--- src/rtl/dmem_arbiter_if.sv ---
// dmem_arbiter_if
//   Bundles the two cache-side request ports and the shared data-memory port
//   of dmem_arbiter.
//   slave  : arbiter side (requests and memory responses in, acks and memory request out)
//   master : environment side (caches + memory model)
//   p0_* : instruction cache port (enable/write/addr/data in, ack/data out)
//   p1_* : data cache port (same shape as p0)
//   mem_*: single 256-bit memory port (enable/write/addr/data out, ack/data in)
interface dmem_arbiter_if #(
    parameter int ADDR_W = 32,
    parameter int DATA_W = 256
) ();
    logic              p0_enable_i;
    logic              p0_write_i;
    logic [ADDR_W-1:0] p0_addr_i;
    logic [DATA_W-1:0] p0_data_i;
    logic              p0_ack_o;
    logic [DATA_W-1:0] p0_data_o;

    logic              p1_enable_i;
    logic              p1_write_i;
    logic [ADDR_W-1:0] p1_addr_i;
    logic [DATA_W-1:0] p1_data_i;
    logic              p1_ack_o;
    logic [DATA_W-1:0] p1_data_o;

    logic [DATA_W-1:0] mem_data_i;
    logic              mem_ack_i;
    logic              mem_enable_o;
    logic              mem_write_o;
    logic [ADDR_W-1:0] mem_addr_o;
    logic [DATA_W-1:0] mem_data_o;

    modport slave (
        input  p0_enable_i, p0_write_i, p0_addr_i, p0_data_i,
        output p0_ack_o, p0_data_o,
        input  p1_enable_i, p1_write_i, p1_addr_i, p1_data_i,
        output p1_ack_o, p1_data_o,
        input  mem_data_i, mem_ack_i,
        output mem_enable_o, mem_write_o, mem_addr_o, mem_data_o
    );

    modport master (
        output p0_enable_i, p0_write_i, p0_addr_i, p0_data_i,
        input  p0_ack_o, p0_data_o,
        output p1_enable_i, p1_write_i, p1_addr_i, p1_data_i,
        input  p1_ack_o, p1_data_o,
        output mem_data_i, mem_ack_i,
        input  mem_enable_o, mem_write_o, mem_addr_o, mem_data_o
    );
endinterface

--- src/rtl/dmem_arbiter.sv ---
// dmem_arbiter
//   Shares one data-memory line interface between the instruction cache
//   (port 0) and the data cache (port 1). The winning request is latched into
//   registered memory outputs, and completion is returned as a one-cycle
//   registered ack plus a read line held until that port's next read.
//   Ports:
//     clk_i : system clock
//     rst_i : asynchronous active-high reset
//     bus   : dmem_arbiter_if.slave (p0_*, p1_* cache ports, mem_* memory port)
//   Build option:
//     DMEM_ARB_RR_EN defined   -> round-robin arbitration on simultaneous requests
//     DMEM_ARB_RR_EN undefined -> fixed priority, port 1 wins ties
//
//   state  | meaning
//   -------+-------------------------------------------------------------
//   S_IDLE | no transaction; grant the next request if any enable is high
//   S_BUSY | memory request driven and held; waiting for mem_ack_i
//   S_DONE | owner's ack is high for this cycle; no grant allowed
module dmem_arbiter #(
    parameter int ADDR_W = 32,
    parameter int DATA_W = 256
) (
    input logic          clk_i,
    input logic          rst_i,
    dmem_arbiter_if.slave bus
);

    typedef enum logic [1:0] {
        S_IDLE = 2'd0,
        S_BUSY = 2'd1,
        S_DONE = 2'd2
    } state_t;

    state_t            r_state;
    state_t            w_state_nxt;
    logic              w_any_req;
    logic              w_grant;
    logic              w_grant_p1;
    logic              w_complete;

    logic              r_owner;
    logic              r_mem_enable;
    logic              r_mem_write;
    logic [ADDR_W-1:0] r_mem_addr;
    logic [DATA_W-1:0] r_mem_data;
    logic              r_p0_ack;
    logic              r_p1_ack;
    logic [DATA_W-1:0] r_p0_data;
    logic [DATA_W-1:0] r_p1_data;

    assign w_any_req = bus.p0_enable_i | bus.p1_enable_i;

`ifdef DMEM_ARB_RR_EN
    // Pointer names the preferred port; it only matters when both request.
    logic r_rr_ptr;

    always_comb begin
        w_grant_p1 = bus.p1_enable_i;
        if (bus.p0_enable_i && bus.p1_enable_i) begin
            w_grant_p1 = r_rr_ptr;
        end
    end

    always_ff @(posedge clk_i or posedge rst_i) begin
        if (rst_i) begin
            r_rr_ptr <= 1'b0;
        end else if (w_grant) begin
            r_rr_ptr <= ~w_grant_p1;
        end
    end
`else
    assign w_grant_p1 = bus.p1_enable_i;
`endif

    always_ff @(posedge clk_i or posedge rst_i) begin
        if (rst_i) begin
            r_state <= S_IDLE;
        end else begin
            r_state <= w_state_nxt;
        end
    end

    always_comb begin
        w_state_nxt = r_state;
        w_grant     = 1'b0;
        w_complete  = 1'b0;
        case (r_state)
            S_IDLE: begin
                if (w_any_req) begin
                    w_grant     = 1'b1;
                    w_state_nxt = S_BUSY;
                end
            end
            S_BUSY: begin
                if (bus.mem_ack_i) begin
                    w_complete  = 1'b1;
                    w_state_nxt = S_DONE;
                end
            end
            S_DONE: begin
                // Owner still sees its ack this cycle and may not have
                // dropped or replaced its request yet.
                w_state_nxt = S_IDLE;
            end
            default: begin
                w_state_nxt = S_IDLE;
            end
        endcase
    end

    always_ff @(posedge clk_i or posedge rst_i) begin
        if (rst_i) begin
            r_owner      <= 1'b0;
            r_mem_enable <= 1'b0;
            r_mem_write  <= 1'b0;
            r_mem_addr   <= '0;
            r_mem_data   <= '0;
            r_p0_ack     <= 1'b0;
            r_p1_ack     <= 1'b0;
            r_p0_data    <= '0;
            r_p1_data    <= '0;
        end else begin
            r_p0_ack <= 1'b0;
            r_p1_ack <= 1'b0;
            if (w_grant) begin
                r_owner      <= w_grant_p1;
                r_mem_enable <= 1'b1;
                r_mem_write  <= w_grant_p1 ? bus.p1_write_i : bus.p0_write_i;
                r_mem_addr   <= w_grant_p1 ? bus.p1_addr_i  : bus.p0_addr_i;
                r_mem_data   <= w_grant_p1 ? bus.p1_data_i  : bus.p0_data_i;
            end
            if (w_complete) begin
                r_mem_enable <= 1'b0;
                r_mem_write  <= 1'b0;
                if (r_owner) begin
                    r_p1_ack <= 1'b1;
                end else begin
                    r_p0_ack <= 1'b1;
                end
                // Read lines stay held: the dcache writes its SRAM the
                // cycle after ack.
                if (!r_mem_write) begin
                    if (r_owner) begin
                        r_p1_data <= bus.mem_data_i;
                    end else begin
                        r_p0_data <= bus.mem_data_i;
                    end
                end
            end
        end
    end

    assign bus.mem_enable_o = r_mem_enable;
    assign bus.mem_write_o  = r_mem_write;
    assign bus.mem_addr_o   = r_mem_addr;
    assign bus.mem_data_o   = r_mem_data;
    assign bus.p0_ack_o     = r_p0_ack;
    assign bus.p1_ack_o     = r_p1_ack;
    assign bus.p0_data_o    = r_p0_data;
    assign bus.p1_data_o    = r_p1_data;

endmodule
--- src/flat_wrapper.sv ---
// flat-port wrapper written by rule: the top's interface ports become plain ports
module dmem_arbiter_flat 
#(
    parameter int ADDR_W = 32,
    parameter int DATA_W = 256
)
  (clk_i, rst_i, bus_p0_enable_i, bus_p0_write_i, bus_p0_addr_i, bus_p0_data_i, bus_p0_ack_o, bus_p0_data_o, bus_p1_enable_i, bus_p1_write_i, bus_p1_addr_i, bus_p1_data_i, bus_p1_ack_o, bus_p1_data_o, bus_mem_data_i, bus_mem_ack_i, bus_mem_enable_o, bus_mem_write_o, bus_mem_addr_o, bus_mem_data_o);
  dmem_arbiter_if #(.ADDR_W(ADDR_W), .DATA_W(DATA_W)) bus_i ();
  input logic clk_i;
  input logic rst_i;
  input wire logic [$bits(bus_i.p0_enable_i)-1:0] bus_p0_enable_i;
  input wire logic [$bits(bus_i.p0_write_i)-1:0] bus_p0_write_i;
  input wire logic [$bits(bus_i.p0_addr_i)-1:0] bus_p0_addr_i;
  input wire logic [$bits(bus_i.p0_data_i)-1:0] bus_p0_data_i;
  output wire logic [$bits(bus_i.p0_ack_o)-1:0] bus_p0_ack_o;
  output wire logic [$bits(bus_i.p0_data_o)-1:0] bus_p0_data_o;
  input wire logic [$bits(bus_i.p1_enable_i)-1:0] bus_p1_enable_i;
  input wire logic [$bits(bus_i.p1_write_i)-1:0] bus_p1_write_i;
  input wire logic [$bits(bus_i.p1_addr_i)-1:0] bus_p1_addr_i;
  input wire logic [$bits(bus_i.p1_data_i)-1:0] bus_p1_data_i;
  output wire logic [$bits(bus_i.p1_ack_o)-1:0] bus_p1_ack_o;
  output wire logic [$bits(bus_i.p1_data_o)-1:0] bus_p1_data_o;
  input wire logic [$bits(bus_i.mem_data_i)-1:0] bus_mem_data_i;
  input wire logic [$bits(bus_i.mem_ack_i)-1:0] bus_mem_ack_i;
  output wire logic [$bits(bus_i.mem_enable_o)-1:0] bus_mem_enable_o;
  output wire logic [$bits(bus_i.mem_write_o)-1:0] bus_mem_write_o;
  output wire logic [$bits(bus_i.mem_addr_o)-1:0] bus_mem_addr_o;
  output wire logic [$bits(bus_i.mem_data_o)-1:0] bus_mem_data_o;
  assign bus_i.p0_enable_i = bus_p0_enable_i;
  assign bus_i.p0_write_i = bus_p0_write_i;
  assign bus_i.p0_addr_i = bus_p0_addr_i;
  assign bus_i.p0_data_i = bus_p0_data_i;
  assign bus_p0_ack_o = bus_i.p0_ack_o;
  assign bus_p0_data_o = bus_i.p0_data_o;
  assign bus_i.p1_enable_i = bus_p1_enable_i;
  assign bus_i.p1_write_i = bus_p1_write_i;
  assign bus_i.p1_addr_i = bus_p1_addr_i;
  assign bus_i.p1_data_i = bus_p1_data_i;
  assign bus_p1_ack_o = bus_i.p1_ack_o;
  assign bus_p1_data_o = bus_i.p1_data_o;
  assign bus_i.mem_data_i = bus_mem_data_i;
  assign bus_i.mem_ack_i = bus_mem_ack_i;
  assign bus_mem_enable_o = bus_i.mem_enable_o;
  assign bus_mem_write_o = bus_i.mem_write_o;
  assign bus_mem_addr_o = bus_i.mem_addr_o;
  assign bus_mem_data_o = bus_i.mem_data_o;
  dmem_arbiter #(.ADDR_W(ADDR_W), .DATA_W(DATA_W)) u_core (.clk_i(clk_i), .rst_i(rst_i), .bus(bus_i));
endmodule
--- config.mk ---
export PLATFORM = sky130hd
export DESIGN_NAME = dmem_arbiter_flat
export DESIGN_NICKNAME = d
export VERILOG_FILES = /design/src/rtl/dmem_arbiter_if.sv /design/src/rtl/dmem_arbiter.sv /design/src/flat_wrapper.sv
export SDC_FILE = /design/constraint.sdc
export NUM_CORES = 2
export LEC_CHECK = 0
export CORE_AREA = 2 2 641 643
export DETAILED_ROUTE_END_ITERATION = 10
export DIE_AREA = 0 0 643 645
export PLACE_DENSITY = 0.34
export SYNTH_ARGS = -nofsm -noshare
export SYNTH_HDL_FRONTEND = slang
export SYNTH_SLANG_ARGS = --single-unit
--- constraint.sdc ---
create_clock -name clk_i -period 54.3 [get_ports clk_i]
set_input_delay 8.145 -clock clk_i [delete_from_list [all_inputs] [get_ports clk_i]]
set_output_delay 8.145 -clock clk_i [all_outputs]
set_load 0.02 [all_outputs]
# Word-level counts from Yosys, hierarchy flattened
# Index checks and enable logic that the tools add are counted.
# totals
register_bits,807
in_bits,839
wordCells,39
output_inout_bits,804
# classes
n_reduce_logical,5
mux,18
n_bitwise,3
eq_ne,3
# ops
op,n
two-way mux 256 bit,1
two-way mux 32 bit,1
two-way mux 1 bit,13
AND reduction 3 bit,2
two-way mux 2 bit,2
one-hot mux 2 bit (2 select lines),1
"== test 2 x 1 -> 1 bit, second input constant",1
zero test 2 bit,1
"!= test 2 x 1 -> 1 bit, second input constant",1
"!= test 2 bit, second input constant",1
inverter 1 bit,2
AND reduction 2 bit,1
nonzero test 2 bit,1
OR 1 bit,1

# Logic depth before layout (Yosys ltp)
# depth
depth_word,5
ltp_mapped,6
mapped_depth_nobuf,4

# Worst setup path after synthesis
# No wires, ideal clock.
# synth_timing
path_kind,input-to-reg
from,in bus_p1_enable_i
to,"reg u_core.r_mem_data[135], in the netlist u_core.bus.mem_data_o[135]"
arrival_ns,9.252
slack_ns,44.923
cell_stages,4
setup_ns,0.125
path_buffers,2
required_ns,54.175
path_cell_list,buf_2 > clkbuf_1 > mux2_2 > mux2_2
# synth_via
elab_chain_cells,3
elab_cells_between_ends,4
cone_classes,mux (3); bitwise (1)
# synth_lines
element,line,text
start: declaration,flat_wrapper.sv:17,input wire logic [$bits(bus_i.p1_enable_i)-1:0] bus_p1_enable_i;
OR 1 bit,dmem_arbiter.sv:51,assign w_any_req = bus.p0_enable_i | bus.p1_enable_i;
two-way mux 1 bit,dmem_arbiter.sv:89,if (w_any_req) begin
two-way mux 1 bit,dmem_arbiter.sv:87,case (r_state)
end signal: assignment,dmem_arbiter.sv:130,r_mem_data <= w_grant_p1 ? bus.p1_data_i : bus.p0_data_i;
end: declaration,dmem_arbiter.sv:45,logic [DATA_W-1:0] r_mem_data;
# Several ways; a longest one is shown, not always the timed one.
# A chain may end at the register's enable or synchronous reset.

# Final worst setup path
# layout_timing
from,in bus_mem_ack_i
to,"reg u_core.r_p1_data[25], in the netlist u_core.bus.p1_data_o[25]"
# layout_via
elab_chain_cells,3
# layout_lines
element,line,text
start: declaration,flat_wrapper.sv:24,input wire logic [$bits(bus_i.mem_ack_i)-1:0] bus_mem_ack_i;
two-way mux 1 bit,dmem_arbiter.sv:95,if (bus.mem_ack_i) begin
two-way mux 1 bit,dmem_arbiter.sv:87,
AND reduction 3 bit (no source line),n/a,
end signal: assignment,dmem_arbiter.sv:144,r_p1_data <= bus.mem_data_i;
end: declaration,dmem_arbiter.sv:49,logic [DATA_W-1:0] r_p1_data;
# No other way between the ends.

==> run metrics <==
status finished clean; Ports about 1600; number of global-route vias before repair between 20000 and 30000; fillcell total 45576; critical path's slowest cell buf_4; Post-synth top cells 848 x mux2_2, 807 x dfrtp_1, 240 x mux2_4; area delta synth->final 76.9%; Ys Warns 0; GR Util met3 7.57%; Initial Utilization around 8.4%; port buffer count approximately 1600; Total GRT Usage about an eighth; Synth area leader dfrtp_1; DR iter-0 viols between 1000 and 1500; worst reg2reg startpoint u_core.r_state[1]$_DFFE_PP0P_; Worst EP required about 55 ns; met2 Use GR a little under a quarter; post-CTS resize count 0; GRT met1 Usage between 10 and 15%; synthesized net count approximately 2900; DRC 0; GRT busiest layer met2; DR WL/cell between 30 and 40 um; dominant synthesized flop cell dfrtp_1; max_slew headroom 20.0%; Post-synth ARST share 100%; gp weighted congestion between 0.8 and 0.9; row count ~240; post-synth cell types 22; Mapped Cells 2032; Setup Skew ~0.078 ns; Buf/Inv on CP 6; share of the synthesized area in the top cell type 58.7%; CTS tree yes; total gr overflow 0; Avg Cell Area, Syn approximately 17 um^2; drt pass-1 iters 4; Worst Hold Launch u_core.bus.mem_enable_o$_DFFE_PP0P_; Worst Setup End Kind flop; Finished Cell Area 60900 um^2; clk sinks approximately 810; Crit Path Class primary input to flop; Final setup viols 0; DP Worst Slack 41.44 ns; sequential fraction of the synthesis area between 50% and 60%; startpoint types primary input; WL final around 280 mm; #FFs+latches synth roughly 810; Setup crit start bus_mem_ack_i; Slew Viols, Final 0; Cell Area, Placed 57100 um^2; CP dominant cell by count buf_4; Die Wd 643 um; die height about 650 um; first-pass GRT wire length about 350 mm; root buf cell clkbuf_16; RSZ-0062 raised after global routing no; worst-case clock buffer depth 4; synthesized area around 34000 um^2; fin util 14.9%; Fmax achieved about 84 MHz; Routed Antenna Nets 0; CP Max Fanout 47; worst skew pair latency 0.89 ns; most numerous cell in the Yosys netlist mux2_2; Max-Cap Viols 0; largest net degree at the start of global routing 137; maximum vdd drop approximately 30 uV; postcts setup bufs 0; Avg Vias per Cell 2.75; Power Density between 60 and 70 nW/um^2; Slew @ Worst Pin between 1 and 1.5 ns; fraction of layout cells with a size suffix above 1 34.6%; Hold Crit Class flop to flop; final hold vios 0; H-tree levels 3; top cells by area, synth dfrtp_1 59%, mux2_2 28%, mux2_4 10%, buf_6 1.2%, buf_4 1.0%; initial antenna violation count approximately 230; Clock transition at path regs about 0.060 ns; Final Cycle Share between 20% and 30%; Die Area between 400000 and 500000 um^2; CP delay by family, top buffers and inverters; Core Region ~410000 um^2; vias post-DR approximately 26000; Worst path max stage delay ~0.86 ns; worst-path cell chain clkdlybuf4s50_1 -> nand3b_4 -> inv_2 -> nand3b_4 -> buf_4 -> buf_4 -> buf_4 -> buf_4 -> mux2_4; cts bufs inserted ~120; Setup TNS Final 0 ns; Static Leak about 24 nW; crit path DAT around 13 ns; Hold Buf Count CTS 0; post-DP HPWL about 240 mm; final worst slack between 40 and 50 ns; number of flops mapped to enable cells by yosys 0; final critical-path required period roughly 12 ns; nets@finish ~4500
cell families (layout without fill, tap and decap cells):
| logic type | count (synthesis) | after routing | share of synthesized area [%] |
|---|---|---|---|
| compound gates | 3 | 3 | 0.0691 |
| flops | 807 | 807 | 58.7 |
| mux | 1090 | 1090 | 38.3 |
| other cells | 0 | 52 | 0 |
| buf+inv | 122 | 1886 | 2.76 |
| simple gates | 10 | 10 | 0.222 |
metrics by stage:
| stage | power (mW) | std cells | hold WS, ns |
|---|---|---|---|
| 3_5_place_dp | 3.12 | 9042 | 0.484 |
| 2_1_floorplan | 1.96 | 2032 | 0.491 |
| 5_1_grt | 4.01 | 9269 | 0.510 |
| 3_3_place_gp | 3.12 | 9042 | 0.472 |
| 4_1_cts | 3.92 | 9247 | 0.503 |
| 6_report | 3.81 | 9299 | 0.494 |
per-layer routing:
layer / wire length, um / share of wire [%] / up-vias
met5: 782 / 0.28 / -
met4: 8640 / 3.0 / 122
met3: 36500 / 13 / 447
met2: 137000 / 48 / 1361
met1: 101000 / 36 / 12923
li1: - / - / 10715
registers in the layout, indices dropped and copies added (netlist names):
name                     flops
u_core.bus.p0_data_o       256
u_core.bus.mem_write_o       1
u_core.bus.p1_ack_o          1
u_core.bus.mem_addr_o       32
u_core.bus.p1_data_o       256
u_core.bus.p0_ack_o          1
u_core.bus.mem_data_o      256
u_core.r_owner               1
u_core.r_state               2
u_core.bus.mem_enable_o      1
report_power, final:
part / total, mW / switching, mW / internal (mW)
clock: 0.762 / 0.319 / 0.443
combinational: 1.95 / 1.02 / 0.927
sequential: 1.10 / 0.193 / 0.910
total: 3.81 / 1.53 / 2.28
cell usage in the layout, fill, tap and decap left out, types with 2 or more instances in the layout:
master and n:
nand3b_4 2, clkinv_4 4, clkbuf_1 29, nand2_1 2, clkinv_2 18, bufinv_16 5, dfrtp_1 807, mux2_4 240
clkdlybuf4s50_1 1636, clkinvlp_4 6, nor2_1 2, clkbuf_8 22, clkbuf_16 115, buf_12 2, mux2i_1 2, buf_4 40
diode_2 52, inv_6 3, mux2_2 848
worst reg2reg max path: cells and delay by family, from the launching register on:
kind	cells	cell delay [ns]
mux	1	0.43
buf+inv	5	3.01
simple gates	2	0.56
flops	1	0.38
final timing paths:
path                       cells past startpoint                                     to  slack, ns
max                                            9   u_core.bus.p1_data_o[25]$_DFFE_PP0P_      42.44
min in group asynchronous                      2  u_core.bus.p0_data_o[180]$_DFFE_PP0P_       7.75
max reg2reg                                    8   u_core.bus.p1_data_o[25]$_DFFE_PP0P_      49.87
min reg2reg                                    1    u_core.bus.mem_enable_o$_DFFE_PP0P_       0.49
min                                            1    u_core.bus.mem_enable_o$_DFFE_PP0P_       0.49
max in group asynchronous                      6   u_core.bus.p0_data_o[82]$_DFFE_PP0P_      43.32
layout make-up:
cell class              count  area [um^2]  share of cell area, %
well taps                5451         6820                   11.2
clock inverters            39          413                  0.678
repair buffers           1679        16700                   27.5
multi-input cells        1103        13300                   21.8
inverters                   2         15.0                 0.0247
flip-flops and latches    807        20200                   33.2
diodes                     52          130                  0.214
clock buffers             166         3290                   5.40
No activity file was read; power rests on OpenSTA's default activity.
==> RTL edit 1 (config.mk and constraints unchanged) <==
The option `DMEM_ARB_RR_EN` is turned on by a define.
--- a/src/rtl/dmem_arbiter.sv
+++ b/src/rtl/dmem_arbiter.sv
@@ -17,4 +17,6 @@
 //   S_BUSY | memory request driven and held; waiting for mem_ack_i
 //   S_DONE | owner's ack is high for this cycle; no grant allowed
+`define DMEM_ARB_RR_EN
+
 module dmem_arbiter #(
     parameter int ADDR_W = 32,
Function: not settled (the Yosys comparison gave no result); the edit may change what the design does.
==> RTL edit 1 against the unedited design <==
- sequential share of layout area grew 1.3 points
- sequential cell count increased by 1
- synthesized cell count grew 3.5%
- wire length is 9.6% higher
- synthesized area down 5.7%
- final area down 3.5%
- non-clock buffer count down 1
- setup slack got worse by 670 ps
- global-route usage increased by 1.2 points
- total power is 1.9% higher
- clock skew rose by 73 ps
- critical endpoint is now u_core.bus.mem_data_o[156]
- critical path depth down 1
- largest cell class unchanged
==> RTL edit 1: results (changes against the unedited design) <==
relative slew slack 16.36% (-3.6 points); CP max stage delay 980 ps (+120 ps); Clk pwr share 20.1%; clock latency on the worst-skew pair 950 ps (+60 ps); layout filler cell count 45790 (+0.46%); hold path start u_core.bus.p1_data_o[224]; post-synth net total 2943 (+2.5%); Inserted Clock Buffers 115 (unchanged); CP Data Arrival Time 13300 ps (+690 ps); critical path's top delay family buffers and inverters; first-pass GRT wire length 380800 µm (+9.0%); reg2reg start u_core.r_state[0]; DRT iter0 DRCs 1939 (+89%); post-detail-place hpwl 266600 µm (+8.9%); final net count 4555 (+0.18%); metal2 WL 149000 µm (+8.9%); Post-Route WL 311000 µm (+9.6%); met3 Use GR 9.482% (+1.9 points); Post-synth ARST share 100.0% (unchanged); PD cells 66.09 mW/mm² (+5.6%); Synth Area in Compound Gates 15.72% (+16 points); post-synthesis sequential area ratio 62.31% (+3.6 points); share of cells above drive strength 1 18.98% (-16 points); mux contribution to synthesized area 17.77% (-21 points); met1 Use GR 14.51% (+0.60 points); clock root cell clkbuf_16; status complete, no violations; reg-to-reg critical path endpoint u_core.bus.mem_data_o[156]; max layer used met5; GP Congestion 0.9373 (+7.7%); CP max FO 65 (+38%); hold endpoint u_core.bus.p1_data_o[224]; Worst Hold Slack 495.9 ps (+2.144 ps); post_cts resized 0 (unchanged); NetSw 1.656 mW (+8.2%); GRT met2 Usage 24.61% (+2.0 points); final setup skew 151.3 ps (+72.93 ps); Pre-antenna DRT Iters 5 (+1); worst vdd ir 0.00003171 V (+6.3%); H-tree depth 3 (unchanged); Lkg Pwr 22.12 nW (-6.4%); DR vias/cell 3.025 (+10%); total track usage 14.47% (+1.2 points); largest net degree at the start of global routing 157 (+15%); Distinct cells, synth 28 (+27%); Area contributors post-synth dfrtp_1, mux2_2, a221o_1; initial antenna violation count 229 (-1.3%); Post-Synth Adder-Cell Area 0% (unchanged); flop2flop setup slack 48860 ps (-1010 ps); wire length on met1 105800 µm (+4.6%); Setup crit start bus_p1_enable_i; commonest cells in the netlist dfrtp_1, mux2_2, a221o_1, o21a_1, buf_2; drt drc 0 (unchanged); Slowest-stage cell, CP nor2_4; Comb power 1.99 mW (+2%); number of global-route vias before repair 28880 (+6.5%); Met3 Wirelength 45320 µm (+24%); reg2reg path depth 8 (unchanged)
==> RTL edit 1: cell types whose count changed after synthesis, moves of 30 or more <==
cell | before | now
o21a_1 | 1 | 288
clkbuf_1 | 1 | 33
mux2_4 | 240 | 0
a221o_1 | 0 | 288
buf_2 | 26 | 56
mux2_2 | 848 | 492
==> RTL edit 1: per-stage QoR <==
step	util, %	setup slack, ps	cells	instance area, µm²
finish	14.39	41770	9314	58740
global route	14.38	41630	9287	58680
CTS	14.36	41980	9260	58610
detailed placement	13.43	41050	9050	54810
global placement	13.43	41100	9050	54810
floorplan	-	23460	2104	32450
==> RTL edit 1: final cells by class <==
cell class                 count  area share, %
multi-input combinational   1110          18.70
tap                         5451          11.61
antenna                       54         0.2300
sequential                   808          34.42
clock buffer                 169          5.793
inverter                       3        0.03195
clock inverter                41         0.6688
timing repair buffer        1678          28.54
==> RTL edit 2 (config.mk and constraints unchanged) <==
Made on the original files. `ADDR_W` is set to 32 in 3 places; all go to 28.
--- a/src/rtl/dmem_arbiter_if.sv
+++ b/src/rtl/dmem_arbiter_if.sv
@@ -8,5 +8,5 @@
 //   mem_*: single 256-bit memory port (enable/write/addr/data out, ack/data in)
 interface dmem_arbiter_if #(
-    parameter int ADDR_W = 32,
+    parameter int ADDR_W = 28,
     parameter int DATA_W = 256
 ) ();
--- a/src/rtl/dmem_arbiter.sv
+++ b/src/rtl/dmem_arbiter.sv
@@ -18,5 +18,5 @@
 //   S_DONE | owner's ack is high for this cycle; no grant allowed
 module dmem_arbiter #(
-    parameter int ADDR_W = 32,
+    parameter int ADDR_W = 28,
     parameter int DATA_W = 256
 ) (
--- a/src/flat_wrapper.sv
+++ b/src/flat_wrapper.sv
@@ -2,5 +2,5 @@
 module dmem_arbiter_flat 
 #(
-    parameter int ADDR_W = 32,
+    parameter int ADDR_W = 28,
     parameter int DATA_W = 256
 )
Ports: changed (resized bus_mem_addr_o, bus_p0_addr_i and bus_p1_addr_i); port bits go from 1643 to 1631. No check against the original RTL was run, so the function may have changed too.
==> RTL edit 2 against the unedited design <==
- wire length up 6.9%
- core utilization down 0.43 points
- setup slack better by 120 ps
- combinational power down 8%
- sequential share of layout area up 0.81 points
- final cell count up 3.2%
- synthesized area down 5.2%
- sequential cell count down 4
- critical path depth unchanged
- final area down 2.9%
- total power down 4.0%
==> RTL edit 2: results (changes against the unedited design) <==
CP Data Arrival Time 12440 ps (-170 ps); WL/cell 31.62 µm (+3.6%); P_int 2.075 mW (-9.0%); met1 Use GR 13.84% (-0.071 points); vias 28380 (+11%); wire length on met1 101300 µm (+0.18%); hold path start u_core.bus.p0_data_o[143]; post-synthesis sequential area ratio 61.58% (+2.9 points); Post-synth EDFFs 0 (unchanged); met3 Use GR 8.497% (+0.93 points); reg2reg start u_core.r_state[0]; share of cells above drive strength 1 5.719% (-29 points); reg-to-reg critical path endpoint u_core.bus.p1_data_o[73]; Lkg Pwr 22.70 nW (-3.9%); Clk. pwr 0.772 mW (+1%); worst vdd ir 0.00004228 V (+42%); commonest cells in the netlist dfrtp_1, mux2_1, o21ai_0, mux2i_1, o21ai_1; Pre-antenna DRT Iters 5 (+1); max layer used met5; total track usage 14.12% (+0.89 points); relative slew slack 13.18% (-6.8 points); CP max FO 56 (+19%); clock latency on the worst-skew pair 890 ps (about the same); DR vias/cell 2.957 (+7.6%); H-tree depth 3 (unchanged); CP max stage delay 760 ps (-100 ps); post-synth net total 3201 (+11%); Place WS 41540 ps (+105.2 ps); Met3 Wirelength 40700 µm (+11%); post-detail-place hpwl 258100 µm (+5.4%); Worst Hold Slack 481.8 ps (-11.99 ps); GRT met2 Usage 25.06% (+2.5 points); # port buffers 1630 (-0.73%); number of global-route vias before repair 29010 (+7.0%); DRT iter0 DRCs 1625 (+58%); final setup skew 99.73 ps (+21.33 ps); Synth Instances 2370 (+17%); final net count 4800 (+5.6%); initial antenna violation count 258 (+11%); reg2reg path depth 8 (unchanged); critical path's top delay family buffers and inverters; hold endpoint u_core.bus.p0_data_o[143]; PD cells 61.87 mW/mm² (-1.1%); final period utilization 21.62% (-0.22 points); status complete, no violations; Seq power 1.08 mW; largest net degree at the start of global routing 203 (+48%); Distinct cells, synth 27 (+23%); metal2 WL 150800 µm (+10%); first-pass GRT wire length 373400 µm (+6.9%); clock root cell clkbuf_16; Area contributors post-synth dfrtp_1, mux2_1, mux2i_1; DP Area 0.05517 mm² (-3.3%); GP Congestion 0.9018 (+3.6%); DP Cell Count 9303 (+2.9%)
RTL edit 2: cell count changes after synthesis, sizes merged, moves of 2 or more:
cell,delta
clkbuf,+81
buf,-19
mux2i,+282
mux2,-576
o21ai,+570
inv,+2
dfrtp,-4
RTL edit 2: final cells by class:
cell class | count | area [µm²]
inverter | 4 | 22.52
timing repair buffer | 1664 | 16620
antenna | 90 | 225.2
multi-input combinational | 1381 | 11610
clock inverter | 33 | 335.3
fill | 45910 | 349000
tap | 5451 | 6820
clock buffer | 172 | 3405
sequential | 803 | 20090
RTL edit 2: kinds of logic after synthesis:
| family | synth area share (%) |
|---|---|
| AND/OR/NAND/NOR | 0.2454 |
| AO/OA/AOI/OAI | 8.845 |
| buffers and inverters | 2.956 |
| multiplexers | 26.38 |
| flip-flops | 61.58 |
RTL edit 2: worst register-to-register path: stages (launching register included):
cell and delay, ps:
dfrtp_1 440, nand3b_4 130, inv_2 80, nand3_4 320, buf_4 680, buf_4 650
buf_4 690, buf_4 860, mux2_1 410
